## config.mk

```make
export PLATFORM = sky130hd
export DESIGN_NAME = ads_i2c_target
export DESIGN_NICKNAME = d
export VERILOG_FILES = /design/src/rtl/ads_i2c_target.sv
export SDC_FILE = /design/constraint.sdc
export NUM_CORES = 1
export LEC_CHECK = 0
export ABC_AREA = 1
export BUFFER_PORTS_ARGS = -buffer_cell sky130_fd_sc_hd__buf_2
export CAP_MARGIN = 15
export CELL_PAD_IN_SITES_DETAIL_PLACEMENT = 1
export CELL_PAD_IN_SITES_GLOBAL_PLACEMENT = 1
export CORE_MARGIN = 2
export CORE_UTILIZATION = 42
export CTS_BUF_LIST = sky130_fd_sc_hd__clkbuf_4
export DETAILED_ROUTE_END_ITERATION = 10
export PLACE_DENSITY_LB_ADDON = 0.1
export SLEW_MARGIN = 20
export SYNTH_ARGS = -nofsm -noshare
export SYNTH_HDL_FRONTEND = slang
export SYNTH_SLANG_ARGS = --single-unit
```

## constraint.sdc

```tcl
create_clock -name clk_i -period 1.4 [get_ports clk_i]
set_input_delay 0.35 -clock clk_i [delete_from_list [all_inputs] [get_ports clk_i]]
set_output_delay 0.35 -clock clk_i [all_outputs]
set_load 0.02 [all_outputs]
```

## src/rtl/ads_i2c_target.sv

```systemverilog
`timescale 1ns/1ps
// ads_i2c_target
// I2C target that emulates an ADS1115-style register map (conversion at
// pointer 0, config at pointer 1) at a fixed 7-bit address. It is used as the
// bus-side stand-in for a hardware-in-loop converter model. SCL and SDA are
// oversampled on clk_i. SDA is only ever pulled low: 1 on sda_pull_o means low.
module ads_i2c_target #(
  parameter logic [6:0]  ADDRESS     = 7'b1001001,
  parameter logic [15:0] CFG_RESET   = 16'h8583,
  parameter int          SYNC_STAGES = 2
) (
  input  logic        clk_i,
  input  logic        rst_ni,
  input  logic        scl_i,
  input  logic        sda_i,
  output logic        sda_pull_o,
  input  logic [15:0] sample_i,
  input  logic        sample_valid_i,
  output logic [15:0] config_o,
  output logic        config_wr_o,
  output logic        conv_start_o,
  output logic        busy_o
);

  typedef enum logic [3:0] {
    IDLE, ADDR, ADDR_ACK, PTR, PTR_ACK, WR_MSB, MSB_ACK, WR_LSB, LSB_ACK,
    WR_IGN, IGN_ACK, RD_MSB, RD_ACK1, RD_LSB, RD_ACK2
  } state_e;

  state_e                 state_q, state_d;
  logic [SYNC_STAGES-1:0] scl_sync_q, sda_sync_q;
  logic                   scl_q, sda_q;
  logic                   scl_s, sda_s;
  logic                   scl_rise, scl_fall, start_c, stop_c;
  logic [7:0]             shreg_q, wr_msb_q;
  logic [2:0]             bit_cnt_q;
  logic                   byte_rdy_q, rw_q, m_nack_q, ptr_q;
  logic [15:0]            rd_buf_q, conv_q;
  logic                   in_byte, in_rd_ack;
  logic                   pull_d, addr_ok, ptr_we, msb_we, cfg_we;

  assign scl_s     = scl_sync_q[SYNC_STAGES-1];
  assign sda_s     = sda_sync_q[SYNC_STAGES-1];
  assign scl_rise  = scl_s & ~scl_q;
  assign scl_fall  = ~scl_s & scl_q;
  assign start_c   = scl_s & scl_q & sda_q & ~sda_s;
  assign stop_c    = scl_s & scl_q & ~sda_q & sda_s;
  assign in_byte   = state_q inside {ADDR, PTR, WR_MSB, WR_LSB, WR_IGN, RD_MSB, RD_LSB};
  assign in_rd_ack = state_q inside {RD_ACK1, RD_ACK2};

  // Synchronize the bus lines and keep one previous sample for edge detection.
  always_ff @(posedge clk_i or negedge rst_ni) begin
    if (!rst_ni) begin
      // The bus idles high; resetting to 1 keeps reset release from faking an edge.
      scl_sync_q <= '1;
      sda_sync_q <= '1;
      scl_q      <= 1'b1;
      sda_q      <= 1'b1;
    end else begin
      // NOTE: non-blocking assignments let every flop sample the pre-edge value,
      // so the chain shifts by exactly one stage per clock.
      scl_sync_q <= {scl_sync_q[SYNC_STAGES-2:0], scl_i};
      sda_sync_q <= {sda_sync_q[SYNC_STAGES-2:0], sda_i};
      scl_q      <= scl_s;
      sda_q      <= sda_s;
    end
  end

  // State register.
  always_ff @(posedge clk_i or negedge rst_ni) begin
    if (!rst_ni) state_q <= IDLE;
    else         state_q <= state_d;
  end

  // Next state, next SDA drive and update strobes; byte decisions happen on SCL fall.
  always_comb begin
    // NOTE: every output of this block gets a default first, so no path can
    // leave a signal unassigned and infer a latch.
    state_d = state_q;
    pull_d  = sda_pull_o;
    addr_ok = 1'b0;
    ptr_we  = 1'b0;
    msb_we  = 1'b0;
    cfg_we  = 1'b0;
    if (start_c) begin
      state_d = ADDR;
      pull_d  = 1'b0;
    end else if (stop_c) begin
      state_d = IDLE;
      pull_d  = 1'b0;
    end else if (scl_fall) begin
      case (state_q)
        IDLE: ;
        ADDR: if (byte_rdy_q) begin
          if (shreg_q[7:1] == ADDRESS) begin
            state_d = ADDR_ACK;
            pull_d  = 1'b1;
            addr_ok = 1'b1;
          end else begin
            state_d = IDLE;
            pull_d  = 1'b0;
          end
        end
        ADDR_ACK: begin
          state_d = rw_q ? RD_MSB : PTR;
          pull_d  = rw_q & ~rd_buf_q[15];
        end
        PTR: if (byte_rdy_q) begin
          if (shreg_q[7:1] == 7'd0) begin
            state_d = PTR_ACK;
            pull_d  = 1'b1;
            ptr_we  = 1'b1;
          end else begin
            state_d = IDLE;
            pull_d  = 1'b0;
          end
        end
        PTR_ACK: begin state_d = WR_MSB; pull_d = 1'b0; end
        WR_MSB: if (byte_rdy_q) begin
          state_d = MSB_ACK;
          pull_d  = 1'b1;
          msb_we  = 1'b1;
        end
        MSB_ACK: begin state_d = WR_LSB; pull_d = 1'b0; end
        WR_LSB:  if (byte_rdy_q) begin state_d = LSB_ACK; pull_d = 1'b1; end
        LSB_ACK: begin
          state_d = WR_IGN;
          pull_d  = 1'b0;
          cfg_we  = ptr_q;
        end
        WR_IGN:  if (byte_rdy_q) begin state_d = IGN_ACK; pull_d = 1'b1; end
        IGN_ACK: begin state_d = WR_IGN; pull_d = 1'b0; end
        RD_MSB: begin
          if (byte_rdy_q) begin state_d = RD_ACK1; pull_d = 1'b0; end
          else pull_d = ~rd_buf_q[{1'b1, ~bit_cnt_q}];
        end
        RD_ACK1: begin
          state_d = m_nack_q ? IDLE : RD_LSB;
          pull_d  = ~m_nack_q & ~rd_buf_q[7];
        end
        RD_LSB: begin
          if (byte_rdy_q) begin state_d = RD_ACK2; pull_d = 1'b0; end
          else pull_d = ~rd_buf_q[{1'b0, ~bit_cnt_q}];
        end
        RD_ACK2: begin
          state_d = m_nack_q ? IDLE : RD_MSB;
          pull_d  = ~m_nack_q & ~rd_buf_q[15];
        end
        default: begin state_d = IDLE; pull_d = 1'b0; end
      endcase
    end
  end

  // Shift in bus bits on SCL rise and flag the eighth bit of each byte.
  always_ff @(posedge clk_i or negedge rst_ni) begin
    if (!rst_ni) begin
      shreg_q    <= '0;
      bit_cnt_q  <= '0;
      byte_rdy_q <= 1'b0;
      m_nack_q   <= 1'b0;
    end else begin
      if (start_c || stop_c) begin
        bit_cnt_q  <= '0;
        byte_rdy_q <= 1'b0;
      end else if (scl_rise && in_byte) begin
        shreg_q    <= {shreg_q[6:0], sda_s};
        bit_cnt_q  <= bit_cnt_q + 3'd1;
        byte_rdy_q <= (bit_cnt_q == 3'd7);
      end else if (scl_fall) begin
        byte_rdy_q <= 1'b0;
      end
      if (scl_rise && in_rd_ack) m_nack_q <= sda_s;
    end
  end

  // Transaction context: SDA drive, busy, direction, pointer and read snapshot.
  always_ff @(posedge clk_i or negedge rst_ni) begin
    if (!rst_ni) begin
      sda_pull_o <= 1'b0;
      busy_o     <= 1'b0;
      rw_q       <= 1'b0;
      ptr_q      <= 1'b0;
      wr_msb_q   <= '0;
      rd_buf_q   <= '0;
    end else begin
      sda_pull_o <= pull_d;
      if (stop_c) busy_o <= 1'b0;
      if (addr_ok) begin
        busy_o <= 1'b1;
        rw_q   <= shreg_q[0];
        if (shreg_q[0]) rd_buf_q <= ptr_q ? config_o : conv_q;
      end
      if (ptr_we) ptr_q    <= shreg_q[0];
      if (msb_we) wr_msb_q <= shreg_q;
    end
  end

  // Register file: conversion result, config with the OS bit, and write strobes.
  always_ff @(posedge clk_i or negedge rst_ni) begin
    if (!rst_ni) begin
      config_o     <= CFG_RESET;
      conv_q       <= '0;
      config_wr_o  <= 1'b0;
      conv_start_o <= 1'b0;
    end else begin
      config_wr_o  <= cfg_we;
      conv_start_o <= cfg_we & wr_msb_q[7];
      if (sample_valid_i) conv_q <= sample_i;
      // A config write clears OS even when a sample lands in the same cycle.
      if (cfg_we)              config_o     <= {1'b0, wr_msb_q[6:0], shreg_q};
      else if (sample_valid_i) config_o[15] <= 1'b1;
    end
  end

endmodule

```

# Word level (Yosys, flattened, before mapping)
# Cells that the tools add are included.
# totals
register_bits,85
inputBits,21
out_inout_bits,20
# classes
n_addsub,1
order_cmp,2
n_eq_ne,25
muxes,60
bitwise_logic,22
n_reduce_logical,18
# op_table
op,n
$pmux 4 s14,1
$mux 4,13
$mux 1,38
$eq 4x4->1 const B,7
$ne 4x4->1 const B,7
$eq 4x3->1 const B,4
$mux 16,1
$and 1x1->1,11
$not 1->1,10
$mux 3,3
$pmux 1 s9,1
$reduce_and 9->1,1
$eq 4x2->1 const B,2
$reduce_bool 2->1,4
$eq 7x7->1 const B,1
$logic_not 7->1,1
$reduce_bool 7->1,1
$bmux 1 s3,2
$reduce_bool 3->1,2
$lt 3x5->1 const B,1
$lt 4x5->1 const B,1
$reduce_and 5->1,1
$eq 4x1->1 const B,1
$logic_not 4->1,1
other kinds (11),13

# Logic depth before layout (Yosys ltp)
# Gate-level depths: netlist of the first run.
# depth
depth_word,9
depth_mapped,11
mapped_depth_nobuf,10

# Worst setup path after synthesis of the first run
# OpenSTA, ideal clock, no wires.
# synth_path
path_type,register to register
start,register scl_q
end,register wr_msb_q[6]
setup_time_ps,122
arrival_ps,1357
required_time_ps,1278
slack_ps,-79
path_stages_with_launch,9
path_cell_list,dfstp_2 -> inv_2 -> nor2_4 -> inv_2 -> nor2_2 -> nand4_2 -> buf_2 -> nand2_1 -> o21ai_1
# synth_between
elab_chain_len,5
elab_cells_between_ends,9
classes_between,mux: 3; bitwise: 6
# synth_lines
element,line,rtl
"start, declared",32,"logic scl_q, sda_q;"
"start signal, assigned",64,scl_q <= scl_s;
$and 1x1->1,"46, 47",
$and 1x1->1 (2 in a row),47,assign stop_c = scl_s & scl_q & ~sda_q & sda_s;
$mux 1,88,end else if (stop_c) begin
$mux 1 (*),85,if (start_c) begin
"end signal, assigned",194,if (msb_we) wr_msb_q <= shreg_q;
"end, declared",35,"logic [7:0] shreg_q, wr_msb_q;"
# Mark *: on every way between the ends. The rest lies on a longest branch, timed or not.
# A chain may end at the register's enable or synchronous reset.

# Worst setup path in the final report of the first run
# layout_path
start,register scl_q
end,register config_o[11]
# layout_between
elab_chain_len,5
elab_cells_between_ends,9
classes_between,mux: 3; bitwise: 6
# layout_lines
element,line,rtl
$and 1x1->1,"46, 47",
$and 1x1->1 (2 in a row),47,
$mux 1,88,
$mux 1 (*),85,
named net cfg_we,40,"logic pull_d, addr_ok, ptr_we, msb_we, cfg_we;"
"end signal, assigned",210,"if (cfg_we) config_o <= {1'b0, wr_msb_q[6:0], shreg_q};"
"end, declared",19,"output logic [15:0] config_o,"
# The timed path passes the listed nets; every way through them passes the cells marked *.

==> reports/results.txt, run 1 <==
Status -> complete, but fails checks
Failing checks -> negative setup slack
# port buffers -> 40
Max Cap Viol -> 0
Initial Util -> 43.5%
Sequential fraction of the synthesis area -> 53.1%
Fin Clk Skew -> 0.0206 ns
Via Count -> 3929
Post-route ant nets -> 0
Async S/R FF share, synth -> 100%
Cts bufs inserted -> 9
Fillers -> 1052
Grt ovf -> 0
Worst min path class -> input port to register
Slew Limit Fails -> 0
Final setup viols -> 70
Max Fclk -> 606 MHz
Commonest cells post-synth -> nand2_1 (155), dfrtp_1 (73), inv_1 (34), o21ai_0 (29), o21ai_2 (24)
Slew headroom -> 77.8%
Die width -> 102 um
Yosys synthesis warning count -> 0
Max clock buf depth -> 2
Main synth FF type -> dfrtp_1
CTS H-tree lvls -> 3
Placed cell area -> 4870 um^2
I/O pin cnt -> 41
Count leader, synth -> nand2_1
Critical Path AT -> 2.05 ns
Die Y -> 102 um
DR WL/cell -> 20.9 um
Layout area overhead -> 51.1%
Setup slack at placement -> -0.206 ns
Layout cells sized above 1 -> 52.0%
Syn Nets -> 488
Core footprint -> 9280 um^2
Final Cell Area -> 6100 um^2
CP max FO -> 4
Number of flops mapped to enable cells by yosys -> 0
CTS root buffer -> clkbuf_4
Final non-filler cell total -> 739
Clock tree from TritonCTS -> yes
Via density -> 5.32
Final HPWL DP -> 9090 um
Post-Syn Area per Cell -> 8.68 um^2
Worst-skew pair later-pin latency -> 0.46 ns
Tcrit/Tclk final -> 118%
Distinct cells, synth -> 32
Placed Cells -> 680
Global-route wire length before repair -> 21200 um
GRT Overall Usage -> 27.3%
DRC -> 0
Number of synthesized register bits -> 85
Setup Crit Path Kind -> register to register
Synth top area share -> 45.2%
Final worst slack -> -0.251 ns
LEAKAGE -> 0.00297 uW
Die area -> 10400 um^2
Nets -> 628
CTS clk-pin slew, worst paths -> 0.16 ns
Inserted Diodes -> 0
Total chip power -> 6480 uW
Routed WL -> 15400 um
Min cycle time layout -> 1.65 ns
Antenna violations before repair -> 0
Largest net degree at the start of global routing -> 38
1st-iter DRT viols -> 181
Sink Count -> 85
Final hold vios -> 0
VDD IR-drop max -> 774 uV
Synthesized cell area -> 4040 um^2
Synth Instances -> 465
Cell row count -> 35
Initial DRT Pass Iterations -> 5
Critical Path Source Type -> register
Unrepaired setup endpoints after global routing -> yes
Final Wtd Congestion -> 0.846
Vias in the first global route -> 4023
Cell taking the most area after synthesis -> dfrtp_1
Critical Path RT -> 1.80 ns
Top post-synthesis cells by area -> dfrtp_1 (45%), nand2_1 (14%), dfstp_2 (7.8%), o21ai_2 (5.2%), o21ai_0 (3.6%)
Worst-margin pin slew -> 0.330 ns
Power Dens Cells -> 1060 nW/um^2
Crit. End Element -> register
[power by group]
part	switching (uW)	internal [uW]	total [uW]
registers	231	2670	2900
clock network	985	404	1390
logic	1350	844	2200
total	2570	3910	6480
[placed cells by master, fill, tap and decap left out, types with 9 or more instances in the layout]
cell type / count
buf_6: 32
inv_2: 9
buf_4: 74
a21oi_1: 9
nand2_1: 108
o21ai_0: 23
nand2_4: 34
buf_2: 24
clkbuf_4: 10
o21ai_2: 39
nor2_1: 10
dfstp_2: 12
dfrtp_1: 66
nor2_4: 10
o21ai_1: 10
inv_1: 30
nand3_1: 18
nand2_2: 19
[timing repair]
item	in CTS	in global routing
endpoints found under the hold margin	35	0
endpoints found under the setup margin	75	80
setup buffers	20	15
gates cloned	2	5
resized for setup	46	153
pin swaps	7	32
hold buffers	3	0
[per-stage QoR]
| step | hold slack, ns | TNS, ns | utilization (%) |
|---|---|---|---|
| after floorplan | 0.0544 | -0.116 | - |
| after global placement | 0.221 | -5.03 | 52.5 |
| after detailed placement | 0.221 | -5.95 | 52.5 |
| after CTS | 0.0767 | -7.11 | 57.8 |
| after global routing | 0.0826 | -13.74 | 65.7 |
| final | 0.0864 | -10.66 | 65.7 |
[registers in the layout, indices dropped and copies added, names as in the netlist, 2 cells and up]
name,flops
shreg_q,8
wr_msb_q,8
bit_cnt_q,3
scl_sync_q,2
config_o,16
conv_q,16
sda_sync_q,2
rd_buf_q,16
state_q,4
[cells by family after synthesis]
family                   after synthesis  share of synthesized area (%)
AO/OA/AOI/OAI                         85                           13.0
adder cells (fa/ha/maj)                2                          0.620
buffers and inverters                 61                           6.94
flip-flops                            85                           53.1
multiplexers                           6                           1.49
AND/OR/NAND/NOR                      226                           24.9
[worst paths after layout]
| kind | start | to | slack, ns | depth (start not counted) |
|---|---|---|---|---|
| setup / recovery | scl_q$_DFF_PN1_ | config_o[11]$_DFFE_PN0P_ | -0.25 | 8 |
| hold / removal | sample_i[4] | conv_q[4]$_DFFE_PN0P_ | 0.09 | 3 |
| setup reg to reg | scl_q$_DFF_PN1_ | config_o[11]$_DFFE_PN0P_ | -0.25 | 8 |
| hold reg to reg | scl_sync_q[0]$_DFF_PN1_ | scl_sync_q[1]$_DFF_PN1_ | 0.37 | 0 |
| max in group asynchronous | rst_ni | sda_sync_q[0]$_DFF_PN1_ | 0.55 | 3 |
| min in group asynchronous | rst_ni | conv_q[7]$_DFFE_PN0P_ | 0.26 | 2 |
[worst max-delay path, cell delays in order, from the launching register on]
cell and delay [ns]:
dfstp_2 0.58, inv_2 0.05, nor2_4 0.14, inv_4 0.07, buf_6 0.11, nor4_4 0.30
buf_2 0.21, nand2_1 0.06, nand2_1 0.08
[area by class of cell]
| class | count | area [um^2] | share of cell area [%] |
|---|---|---|---|
| multi-input combinational | 320 | 2190 | 35.8 |
| sequential | 85 | 2150 | 35.3 |
| timing repair buffer | 143 | 1290 | 21.1 |
| inverter | 46 | 195 | 3.20 |
| tap | 129 | 161 | 2.65 |
| clock buffer | 10 | 75.1 | 1.23 |
| clock inverter | 6 | 45.0 | 0.738 |
[routing by layer]
layer  GRT usage (%)  vias up  share of wire, %
met4            8.41        0               2.7
met5               0        -                 0
met1            36.2     2009                41
met2            46.1      109                53
met3            4.38       33               3.6
li1                -     1778                 -
No activity file was read; power rests on OpenSTA's default activity.
==> inputs of run 2 (changes only) <==
--- a/config.mk
+++ b/config.mk
@@ -10,9 +10,10 @@
 export CAP_MARGIN = 15
 export CELL_PAD_IN_SITES_DETAIL_PLACEMENT = 1
 export CELL_PAD_IN_SITES_GLOBAL_PLACEMENT = 1
-export CORE_MARGIN = 2
+export CORE_MARGIN = 5
 export CORE_UTILIZATION = 42
 export CTS_BUF_LIST = sky130_fd_sc_hd__clkbuf_4
+export CTS_CLUSTER_SIZE = 10
 export DETAILED_ROUTE_END_ITERATION = 10
 export PLACE_DENSITY_LB_ADDON = 0.1
 export SLEW_MARGIN = 20
==> run 2 against run 1 <==
  * The run still ends with negative setup slack left
  * Combinational power is 4% lower
  * Count of clock-buffer cells in the layout is 1 lower
  * Die area is 12% higher
  * Largest power group unchanged
==> reports/results.txt, run 2 (synthesized netlist as in run 1, its figures left out) <==
Max Cap Viol -> 0
Nets -> 620
Most frequent cells in the layout -> nand2_1 (107), dfrtp_1 (69), buf_4 (67)
Critical Path Source Type -> register
Max clock buf depth -> 2
Failing checks -> negative setup slack
CTS clk-pin slew, worst paths -> 0.17 ns
R2R setup slack -> -0.29 ns
Cts bufs inserted -> 9
Final Wtd Congestion -> 0.946
Routed WL -> 16700 um
Fillers -> 1043
Critical Path RT -> 1.81 ns
Vias in the first global route -> 4165
CTS H-tree lvls -> 3
Commonest non-fill, non-tap cell in the layout -> nand2_1
Status -> complete, but fails checks
Post-route ant nets -> 0
Largest net degree at the start of global routing -> 36
Worst-margin pin slew -> 0.378 ns
Final worst slack -> -0.288 ns
Antenna violations before repair -> 0
Crit-path cells -> inv_2 -> nand2_2 -> buf_4 -> o31ai_4 -> a21oi_2 -> nand3_1 -> nand2_4 -> nand2_2
Initial Util -> 43.3%
Global-route wire length before repair -> 21900 um
Die width -> 108 um
Via density -> 5.58
Max Fclk -> 592 MHz
LEAKAGE -> 0.00294 uW
Worst min path class -> input port to register
# port buffers -> 40
CP max stage delay -> 0.48 ns
Power Dens Cells -> 1100 nW/um^2
Sink Count -> 85
CP max FO -> 4
Final Core Density -> 64.9%
DR WL/cell -> 22.9 um
Slew Limit Fails -> 0
DRC -> 0
Worst path slowest cell -> dfrtp_2
1st-iter DRT viols -> 217
Biggest regs -> config_o x16, conv_q x16, rd_buf_q x16
Worst-skew pair later-pin latency -> 0.47 ns
Clock tree from TritonCTS -> yes
Crit. End Element -> register
Unrepaired setup endpoints after global routing -> yes
Setup Crit Path Kind -> register to register
Most common cell on crit path -> nand2_2
Die Y -> 108 um
Core footprint -> 9330 um^2
Total chip power -> 6670 uW
GRT Overall Usage -> 24.7%
VDD IR-drop max -> 1020 uV
Min cycle time layout -> 1.69 ns
Initial DRT Pass Iterations -> 6
Placed cell area -> 4790 um^2
Layout cells sized above 1 -> 49.5%
Slew headroom -> 74.1%
Final Cell Area -> 6050 um^2
Final HPWL DP -> 8660 um
Via Count -> 4081
Final hold vios -> 0
Inserted Diodes -> 0
Final setup viols -> 71
Fin Clk Skew -> 0.0205 ns
CTS root buffer -> clkbuf_4
Worst path bufs/invs -> 2
Die area -> 11700 um^2
Cell row count -> 35
Critical Path AT -> 2.10 ns
I/O pin cnt -> 41
Grt ovf -> 0
CP top delay family -> simple AND/OR/NAND/NOR gates
Layout area overhead -> 49.9%
Tcrit/Tclk final -> 121%
[run 2: path summary, 6_finish.rpt]
kind | end | cells after the start | start
setup / recovery | state_q[2]$_DFFE_PN0P_ | 8 | state_q[0]$_DFFE_PN0P_
hold / removal | conv_q[3]$_DFFE_PN0P_ | 3 | sample_i[3]
min in group asynchronous | conv_q[2]$_DFFE_PN0P_ | 2 | rst_ni
setup reg to reg | state_q[2]$_DFFE_PN0P_ | 8 | state_q[0]$_DFFE_PN0P_
max in group asynchronous | scl_q$_DFF_PN1_ | 3 | rst_ni
hold reg to reg | scl_sync_q[1]$_DFF_PN1_ | 0 | scl_sync_q[0]$_DFF_PN1_
[run 2: worst register-to-register path, cell delays in order, from the launching register on]
cell and delay, ns:
dfrtp_2 0.48, inv_2 0.12, nand2_2 0.16, buf_4 0.20
o31ai_4 0.25, a21oi_2 0.08, nand3_1 0.18, nand2_4 0.07
nand2_2 0.10
[run 2: repair_timing]
action,4_1_cts,5_1_grt
resized for setup,74,103
hold endpoints to repair,16,0
hold buffers,3,0
gates cloned,3,5
buffers inserted,26,11
endpoints found under the setup margin,74,81
pin swaps,8,25
[run 2: power by group]
| group | total, uW | leakage [uW] | switching (uW) | internal [uW] |
|---|---|---|---|---|
| combinational | 2120 | 0.00176 | 1310 | 814 |
| clock | 1640 | 0.0000860 | 1050 | 589 |
| sequential | 2900 | 0.00110 | 238 | 2670 |
[run 2: layout make-up]
type,count,area [um^2],share of cell area (%)
clock buffer,9,67.6,1.12
clock inverter,7,88.8,1.47
inverter,46,188,3.10
multi-input combinational,320,2120,35.0
sequential,85,2150,35.5
tap,129,161,2.67
timing repair buffer,135,1280,21.2
[run 2: metal layers]
layer | routed length, um | global-route usage (%) | share of wire [%]
met1 | 6720 | 31.9 | 40
met2 | 8600 | 43.2 | 51
met3 | 989 | 3.34 | 5.9
met4 | 428 | 7.39 | 2.6
met5 | 0 | 0 | 0
[run 2: through the flow]
step	worst slack [ns]	hold slack [ns]	cells	setup TNS [ns]
final	-0.288	0.0801	731	-12.24
after global routing	-0.368	0.0692	731	-17.02
after CTS	-0.127	0.0779	718	-4.91
after detailed placement	-0.138	0.247	670	-4.21
after global placement	-0.125	0.240	670	-1.90
after floorplan	-0.0130	0.0544	465	-0.116
